$ cat config.mk
export PLATFORM = sky130hd
export DESIGN_NAME = fetch_prefetch_queue
export DESIGN_NICKNAME = d
export VERILOG_FILES = /design/src/rtl/fetch_prefetch_queue.sv
export SDC_FILE = /design/constraint.sdc
export NUM_CORES = 1
export LEC_CHECK = 0
export CAP_MARGIN = 20
export CORE_MARGIN = 2
export CORE_UTILIZATION = 45
export DETAILED_ROUTE_END_ITERATION = 8
export PLACE_DENSITY = 0.77
export SLEW_MARGIN = 20
export SYNTH_ARGS = -nofsm -noshare
export SYNTH_HDL_FRONTEND = slang
export SYNTH_SLANG_ARGS = --single-unit
$ cat constraint.sdc
create_clock -name clock -period 4.8 [get_ports clock]
set_input_delay 0.96 -clock clock [delete_from_list [all_inputs] [get_ports clock]]
set_output_delay 0.96 -clock clock [all_outputs]
set_load 0.01 [all_outputs]
$ cat src/rtl/fetch_prefetch_queue.sv
// Instruction-fetch front end: sequential reads to a fixed-latency instruction memory,
// buffered in a first-word-fall-through queue with decode back-pressure and branch flush.
module fetch_prefetch_queue #(
  parameter int                ADDR_W       = 32,
  parameter int                DATA_W       = 32,
  parameter int                DEPTH        = 4,
  parameter int                READ_LATENCY = 1,
  parameter logic [ADDR_W-1:0] RESET_PC     = '0
) (
  input  logic              clock,
  input  logic              reset_n,
  output logic              im_read_enable,
  output logic [ADDR_W-1:0] im_read_address,
  input  logic [DATA_W-1:0] im_read_data,
  input  logic              id_stall_c,
  input  logic              branch_c,
  input  logic [ADDR_W-1:0] branch_pc,
  output logic              IF_ID_valid,
  output logic [DATA_W-1:0] IF_ID_IR,
  output logic [ADDR_W-1:0] IF_ID_nextPC
);

  localparam int CNT_W = $clog2(DEPTH + 1);
  localparam int PTR_W = $clog2(DEPTH);

  logic [ADDR_W-1:0]       fetch_pc_q, fetch_pc_d;
  logic [CNT_W-1:0]        count_q, count_d;
  logic [PTR_W-1:0]        head_q, head_d;
  logic [PTR_W-1:0]        tail_q, tail_d;
  logic [READ_LATENCY-1:0] vld_sr_q;
  logic [ADDR_W-1:0]       addr_sr_q [READ_LATENCY];
  logic [DATA_W-1:0]       ir_mem_q  [DEPTH];
  logic [ADDR_W-1:0]       npc_mem_q [DEPTH];

  logic [CNT_W-1:0] inflight;
  logic             issue;
  logic             push;
  logic             pop;
  logic             head_valid;

  function automatic logic [PTR_W-1:0] ptr_inc(input logic [PTR_W-1:0] p);
    return (p == PTR_W'(DEPTH - 1)) ? '0 : p + PTR_W'(1);
  endfunction

  always_comb begin
    inflight = '0;
    for (int i = 0; i < READ_LATENCY; i++) begin
      inflight = inflight + CNT_W'(vld_sr_q[i]);
    end
  end

  // Credits count everything already buffered or still on its way back from memory.
  assign issue = reset_n && !branch_c &&
                 (({1'b0, count_q} + {1'b0, inflight}) < (CNT_W + 1)'(DEPTH));

  assign push       = vld_sr_q[READ_LATENCY-1];
  assign head_valid = (count_q != '0);
  assign pop        = head_valid && !id_stall_c;

  always_comb begin
    fetch_pc_d = fetch_pc_q;
    count_d    = count_q;
    head_d     = head_q;
    tail_d     = tail_q;
    if (branch_c) begin
      fetch_pc_d = branch_pc;
      count_d    = '0;
      head_d     = '0;
      tail_d     = '0;
    end else begin
      if (issue) fetch_pc_d = fetch_pc_q + ADDR_W'(4);
      if (push)  tail_d     = ptr_inc(tail_q);
      if (pop)   head_d     = ptr_inc(head_q);
      case ({push, pop})
        2'b10:   count_d = count_q + CNT_W'(1);
        2'b01:   count_d = count_q - CNT_W'(1);
        default: count_d = count_q;
      endcase
    end
  end

  always_ff @(posedge clock or negedge reset_n) begin
    if (!reset_n) begin
      fetch_pc_q <= RESET_PC;
      count_q    <= '0;
      head_q     <= '0;
      tail_q     <= '0;
    end else begin
      fetch_pc_q <= fetch_pc_d;
      count_q    <= count_d;
      head_q     <= head_d;
      tail_q     <= tail_d;
    end
  end

  // One stage per cycle of memory latency; a flush kills every outstanding response.
  for (genvar gi = 0; gi < READ_LATENCY; gi++) begin : g_sr
    if (gi == 0) begin : g_first
      always_ff @(posedge clock or negedge reset_n) begin
        if (!reset_n)      vld_sr_q[gi] <= 1'b0;
        else if (branch_c) vld_sr_q[gi] <= 1'b0;
        else               vld_sr_q[gi] <= issue;
      end
      always_ff @(posedge clock) begin
        addr_sr_q[gi] <= fetch_pc_q;
      end
    end else begin : g_rest
      always_ff @(posedge clock or negedge reset_n) begin
        if (!reset_n)      vld_sr_q[gi] <= 1'b0;
        else if (branch_c) vld_sr_q[gi] <= 1'b0;
        else               vld_sr_q[gi] <= vld_sr_q[gi-1];
      end
      always_ff @(posedge clock) begin
        addr_sr_q[gi] <= addr_sr_q[gi-1];
      end
    end
  end

  always_ff @(posedge clock) begin
    if (push && !branch_c) begin
      ir_mem_q[tail_q]  <= im_read_data;
      npc_mem_q[tail_q] <= addr_sr_q[READ_LATENCY-1] + ADDR_W'(4);
    end
  end

  assign im_read_enable  = issue;
  assign im_read_address = fetch_pc_q;
  assign IF_ID_valid     = head_valid;
  assign IF_ID_IR        = head_valid ? ir_mem_q[head_q]  : '0;
  assign IF_ID_nextPC    = head_valid ? npc_mem_q[head_q] : '0;

endmodule

Word level (Yosys, flattened, before mapping)
Memories as Yosys holds them, arrays and structs flattened.
Cells that the tools add are included.
{"block": "totals", "ff_bits": 40, "ram_bits": 288, "inputBits": 68, "out_inout_bits": 98, "wordCells": 46, "mem_count": 3}
{"block": "classes", "addsub": 7, "n_lt_le_gt_ge": 1, "eq_ne": 4, "muxes": 15, "reduce_logical": 11}
{"memory": "ir_mem_q", "depth": 4, "word_bits": 32, "read_ports": 1, "rd_clocked_by_memory_dff": 0, "write_ports": 1, "line": "32", "rtl": "logic [DATA_W-1:0] ir_mem_q [DEPTH];"}
{"memory": "npc_mem_q", "depth": 4, "word_bits": 32, "read_ports": 1, "rd_clocked_by_memory_dff": 0, "write_ports": 1, "line": "33", "rtl": "logic [ADDR_W-1:0] npc_mem_q [DEPTH];"}
{"memory": "addr_sr_q", "depth": 1, "word_bits": 32, "read_ports": 1, "rd_clocked_by_memory_dff": 0, "write_ports": 1, "line": "31", "rtl": "logic [ADDR_W-1:0] addr_sr_q [READ_LATENCY];"}
{"operator": "2-to-1 mux 32 bit", "count": 4}
{"operator": "adder 32 x 3 -> 32 bit (second input constant)", "count": 2}
{"operator": "2-to-1 mux 2 bit", "count": 6}
{"operator": "equality test 2 bit (second input constant)", "count": 3}
{"operator": "case mux 3 bit (2 select lines)", "count": 1}
{"operator": "nonzero test 2 bit", "count": 3}
{"operator": "nonzero test 3 bit", "count": 2}
{"operator": "adder 2 x 1 -> 2 bit (second input constant)", "count": 2}
{"operator": "adder 3 x 1 -> 4 bit", "count": 1}
{"operator": "logical AND 1 bit", "count": 4}
{"operator": "less-than comparator 4 x 3 -> 1 bit (second input constant)", "count": 1}
{"operator": "adder 3 x 1 -> 3 bit (second input constant)", "count": 1}
{"operator": "2-to-1 mux 1 bit", "count": 3}
{"operator": "2-to-1 mux 3 bit", "count": 1}
{"operator": "subtractor 3 x 1 -> 3 bit (second input constant)", "count": 1}
{"operator": "equality test 2 x 1 -> 1 bit (second input constant)", "count": 1}
{"operator": "logical NOT 1 bit", "count": 2}

Logic depth before layout (Yosys ltp)
{"block": "logic_depth", "ltp_word": 5, "ltp_mapped": 8, "mapped_depth_nobuf": 6}

Least setup slack after synthesis
OpenSTA, ideal clock, no wires.
{"block": "synth_timing", "path_type": "input-to-reg", "from": "in branch_c", "to": "mem ir_mem_q[0][0] (enable)", "setup_ns": 0.429, "arrival_time_ns": 3.031, "t_required_ns": 4.371, "setup_slack_ns": 1.340, "cell_stages": 4, "n_path_buf": 2, "cell_sequence": "buf_2 > inv_1 > clkbuf_1 > and3_1"}
{"block": "synth_via", "elab_chain_len": 4}
{"element": "start: declaration", "line": "16", "rtl": "input logic branch_c,"}
{"element": "logical NOT 1 bit", "line": "120", "rtl": "if (push && !branch_c) begin"}
{"element": "logical AND 1 bit", "line": "120"}
{"element": "2-to-1 mux 1 bit", "line": "120"}
{"element": "2-to-1 mux 1 bit (not written as such)", "line": "121", "rtl": "ir_mem_q[tail_q] <= im_read_data;"}
{"element": "end: declaration", "line": "32"}
Every way passes these cells.

Final worst setup path
{"block": "layout_timing", "from": "reg head_q[0]", "to": "out IF_ID_nextPC[0]"}
{"block": "layout_via", "elab_chain_len": 2}
{"element": "start: declaration", "line": "28", "rtl": "logic [PTR_W-1:0] head_q, head_d;"}
{"element": "start signal: assignment", "line": "86", "rtl": "head_q <= '0;"}
{"element": "start signal: assignment", "line": "91", "rtl": "head_q <= head_d;"}
{"element": "memory (4 x 32 bit)"}
{"element": "2-to-1 mux 32 bit", "line": "130", "rtl": "assign IF_ID_nextPC = head_valid ? npc_mem_q[head_q] : '0;"}
{"element": "end: declaration", "line": "20", "rtl": "output logic [ADDR_W-1:0] IF_ID_nextPC"}
Every way passes these cells.

==> summary.md <==
| Metric | Value |
|---|---|
| Status | finished clean |
| CORE AREA | between 20000 and 30000 µm² |
| Type of the most critical hold path | reg2reg |
| Crit Reg-Reg Startpoint | im_read_address[7] |
| Placed cells | approximately 1.3k |
| Mapped Area | roughly 13000 µm² |
| Clock transition at the registers of the reported paths | around 0.06 ns |
| Synth async-reset ratio | 0.122 |
| # hold bufs at CTS | 0 |
| Clock latency at the later pin of the worst-skew pair | approximately 0.55 ns |
| Max transition margin | 0.315 |
| Setup Skew | around 0.0096 ns |
| Share of the synthesized area in the top cell type | 0.582 |
| Reg2reg setup slack | roughly 2.6 ns |
| Syn Area/Cell | between 15 and 20 µm² |
| Met3 usage | 0.0264 |
| GRT overflow | 0 |
| Setup TNS | 0 ns |
| Number of synthesized flops with an enable pin | ~260 |
| Largest net degree at the start of global routing | 66 |
| Post-DP HPWL | 16.8 mm |
| CP cell instances | buf_12 > mux4_2 > and2_1 > clkdlybuf4s50_1 |
| Root Driver | clkbuf_16 |
| FMAX | roughly 0.25 GHz |
| Layout cell share with drive strength beyond 1 | 0.143 |
| Tcrit/Tclk final | 0.824 |
| DR WL/cell | 19.8 µm |
| Max Slew Vio Count | 0 |
| Hold EP | addr_sr_q[0][1] |
| Remaining antenna violation count | 0 |
| Leakage | about 5.4 nW |
| Library cells used by synthesis | 54 |
| Post-CTS Setup Inserts | 0 |
| First-pass DRT Iterations | 5 |
| Fin cells | ~1.4k |
| Minimum clock period | between 3 and 4 ns |
| PostCTS Resize Cnt | 0 |
| Final Hold Viols | 0 |
| Gate Count Post-Synth | 790 |
| Crit end category | primary output |
| CTS sink count | approximately 330 |
| Final setup margin | ~0.85 ns |
| Die Y | 175 µm |
| Global-route wire length before repair | roughly 43 mm |
| Slowest CP cell | dfrtp_4 |
| CTS tree | done |
| GR met2 Demand/Resource | 0.310 |
| Worst vdd ir | ~310 µV |
| Worst hold start | im_read_address[1] |
| Critical Path Max Stage Delay | ~0.80 ns |
| Antenna Cells | 0 |
| Syn-to-layout area delta | 23.1% |
| # IOs | about 170 |
| Initial core utilization | 0.459 |
| P per Cell Area | 496 nW/µm² |
| Top delay family on crit path | buffers and inverters |
| Worst reg-to-reg path cell count | 5 |
| Buf/Inv on CP | 2 |
| CP Class | reg2out |
| DIE WIDTH | between 150 and 200 µm |
| Worst R2R End | im_read_address[31] |
| Number of DRC markers in iteration 0 | 570 |
| Port bufs | 165 |
| Num CTS Buffers | 31 |
| Routability-driven placement congestion ratio | about 0.84 |
| Vias in the first global route | roughly 8k |
| RSZ-0062 raised after global routing | false |
| Global routing usage on met1 | 0.244 |
| Via density | 5.46 |
| H-tree depth | 1 |
| Synthesized flop and latch total | 328 |
| Arrival time worst endpoint | around 3.0 ns |
| Max Buffers Root-to-Sink | 3 |
| Initial antenna violation count | 0 |
| Cells taking the most area after synthesis | edfxtp_1, mux4_2, dfrtp_1, dfxtp_1, and2_1 |
| Critical path launch point type | flip-flop |
| Synthesis Warnings | 0 |
| Worst-margin pin slew | 1.03 ns |
| Final #Nets | roughly 1.0k |
| Full die area | between 30000 and 40000 µm² |
| Crit Path Max Fanout | 39 |
| Cell taking the most area after synthesis | edfxtp_1 |
| Routed Wire Length | around 27 mm |
| Num rows | just over 60 |
| WHS Path Cells | 0 |
| GRT Total Usage | 0.180 |
| Number of max-cap violations | 0 |
| Synth Flop Type | edfxtp_1 |
| Routed vias | 7463 |
| Setup-failing EPs final | 0 |
| Global routing's busiest layer | met2 |
| Worst Path Required | roughly 3.8 ns |
| Post-synthesis sequential area ratio | 0.706 |
| Residual DRC count | 0 |
| Place WS | around 1.2 ns |
| Synthesized Nets | between 800 and 900 |
## Yosys cell counts (all sizes together), types with 10 or more instances
master / n
nor3: 10
buf: 17
xnor2: 19
nand4: 15
and3: 12
o21ai: 18
mux4: 64
inv: 15
nand2: 54
nand3: 28
dfrtp: 40
clkbuf: 19
dfxtp: 32
nor2: 36
xor2: 14
and2: 68
edfxtp: 256
## worst max-delay path by stage
stage,from,to,cells past startpoint
6_report,head_q[0],IF_ID_nextPC[0],4
5_1_grt,head_q[0],IF_ID_nextPC[27],4
4_1_cts,head_q[0],IF_ID_nextPC[27],4
3_5_place_dp,branch_c,im_read_enable,5
3_3_place_gp,branch_c,im_read_enable,5
2_1_floorplan,branch_c,ir_mem_q[0][0],4
## cells in the final DEF (no fill, tap or decap), types with 14 or more instances in the layout
| cell type | synthesis | routed |
|---|---|---|
| and2_1 | 68 | 68 |
| clkbuf_16 | 0 | 32 |
| clkdlybuf4s50_1 | 0 | 164 |
| dfrtp_1 | 40 | 38 |
| dfxtp_1 | 32 | 32 |
| edfxtp_1 | 256 | 256 |
| mux4_2 | 64 | 64 |
| nand2_1 | 54 | 54 |
| nand3_1 | 27 | 27 |
| nor2_1 | 33 | 33 |
| o21ai_0 | 14 | 14 |
| xnor2_1 | 19 | 19 |
| xor2_1 | 14 | 14 |
## sequential cells by signal, summed over array words and instances (netlist names)
| signal | cells |
|---|---|
| head_q | 2 |
| ir_mem_q | 128 |
| count_q | 3 |
| addr_sr_q | 32 |
| im_read_address | 32 |
| push | 1 |
| tail_q | 2 |
| npc_mem_q | 128 |
## metal layers
| layer | routed length (µm) | part of all wire |
|---|---|---|
| met5 | 0 | 0 |
| met3 | 1560 | 0.057 |
| met4 | 508 | 0.019 |
| met2 | 13500 | 0.50 |
| met1 | 11500 | 0.42 |
## area by class of cell
type / count / area [µm²]
multi-input cells: 411 / 3680
clock buffers: 42 / 858
repair buffers: 172 / 1720
fillers: 2220 / 12500
inverters: 15 / 56.3
well taps: 384 / 480
flip-flops and latches: 328 / 9330
clock inverters: 14 / 129
## through the flow
| stage | total power [mW] | hold WS (ns) | instance area, µm² | util |
|---|---|---|---|---|
| after floorplan | 4.67 | 0.424 | 13200 | - |
| after global placement | 5.77 | 0.401 | 15300 | 0.531 |
| after detailed placement | 5.81 | 0.398 | 15300 | 0.531 |
| after CTS | 8.16 | 0.412 | 16300 | 0.565 |
| after global routing | 8.45 | 0.427 | 16300 | 0.565 |
| final | 8.06 | 0.403 | 16300 | 0.565 |
## power by group
group	internal (mW)	total [mW]	switching [mW]	leakage (nW)
logic	1.25	2.23	0.982	1.89
registers	3.26	3.47	0.215	3.08
clock network	1.36	2.36	1.00	0.479
total	5.86	8.06	2.20	5.44
## kinds of logic (layout without fill, tap and decap cells)
group,count (synthesis),count (layout),share of synthesized area
XOR/XNOR,33,33,0.0219
multiplexers,69,69,0.113
AND/OR/NAND/NOR,233,233,0.0981
buffers and inverters,51,243,0.0170
flip-flops,328,328,0.706
AO/OA/AOI/OAI,68,68,0.0356
adder cells (fa/ha/maj),8,8,0.00815
Note: power is estimated with default switching activity, not from simulation.
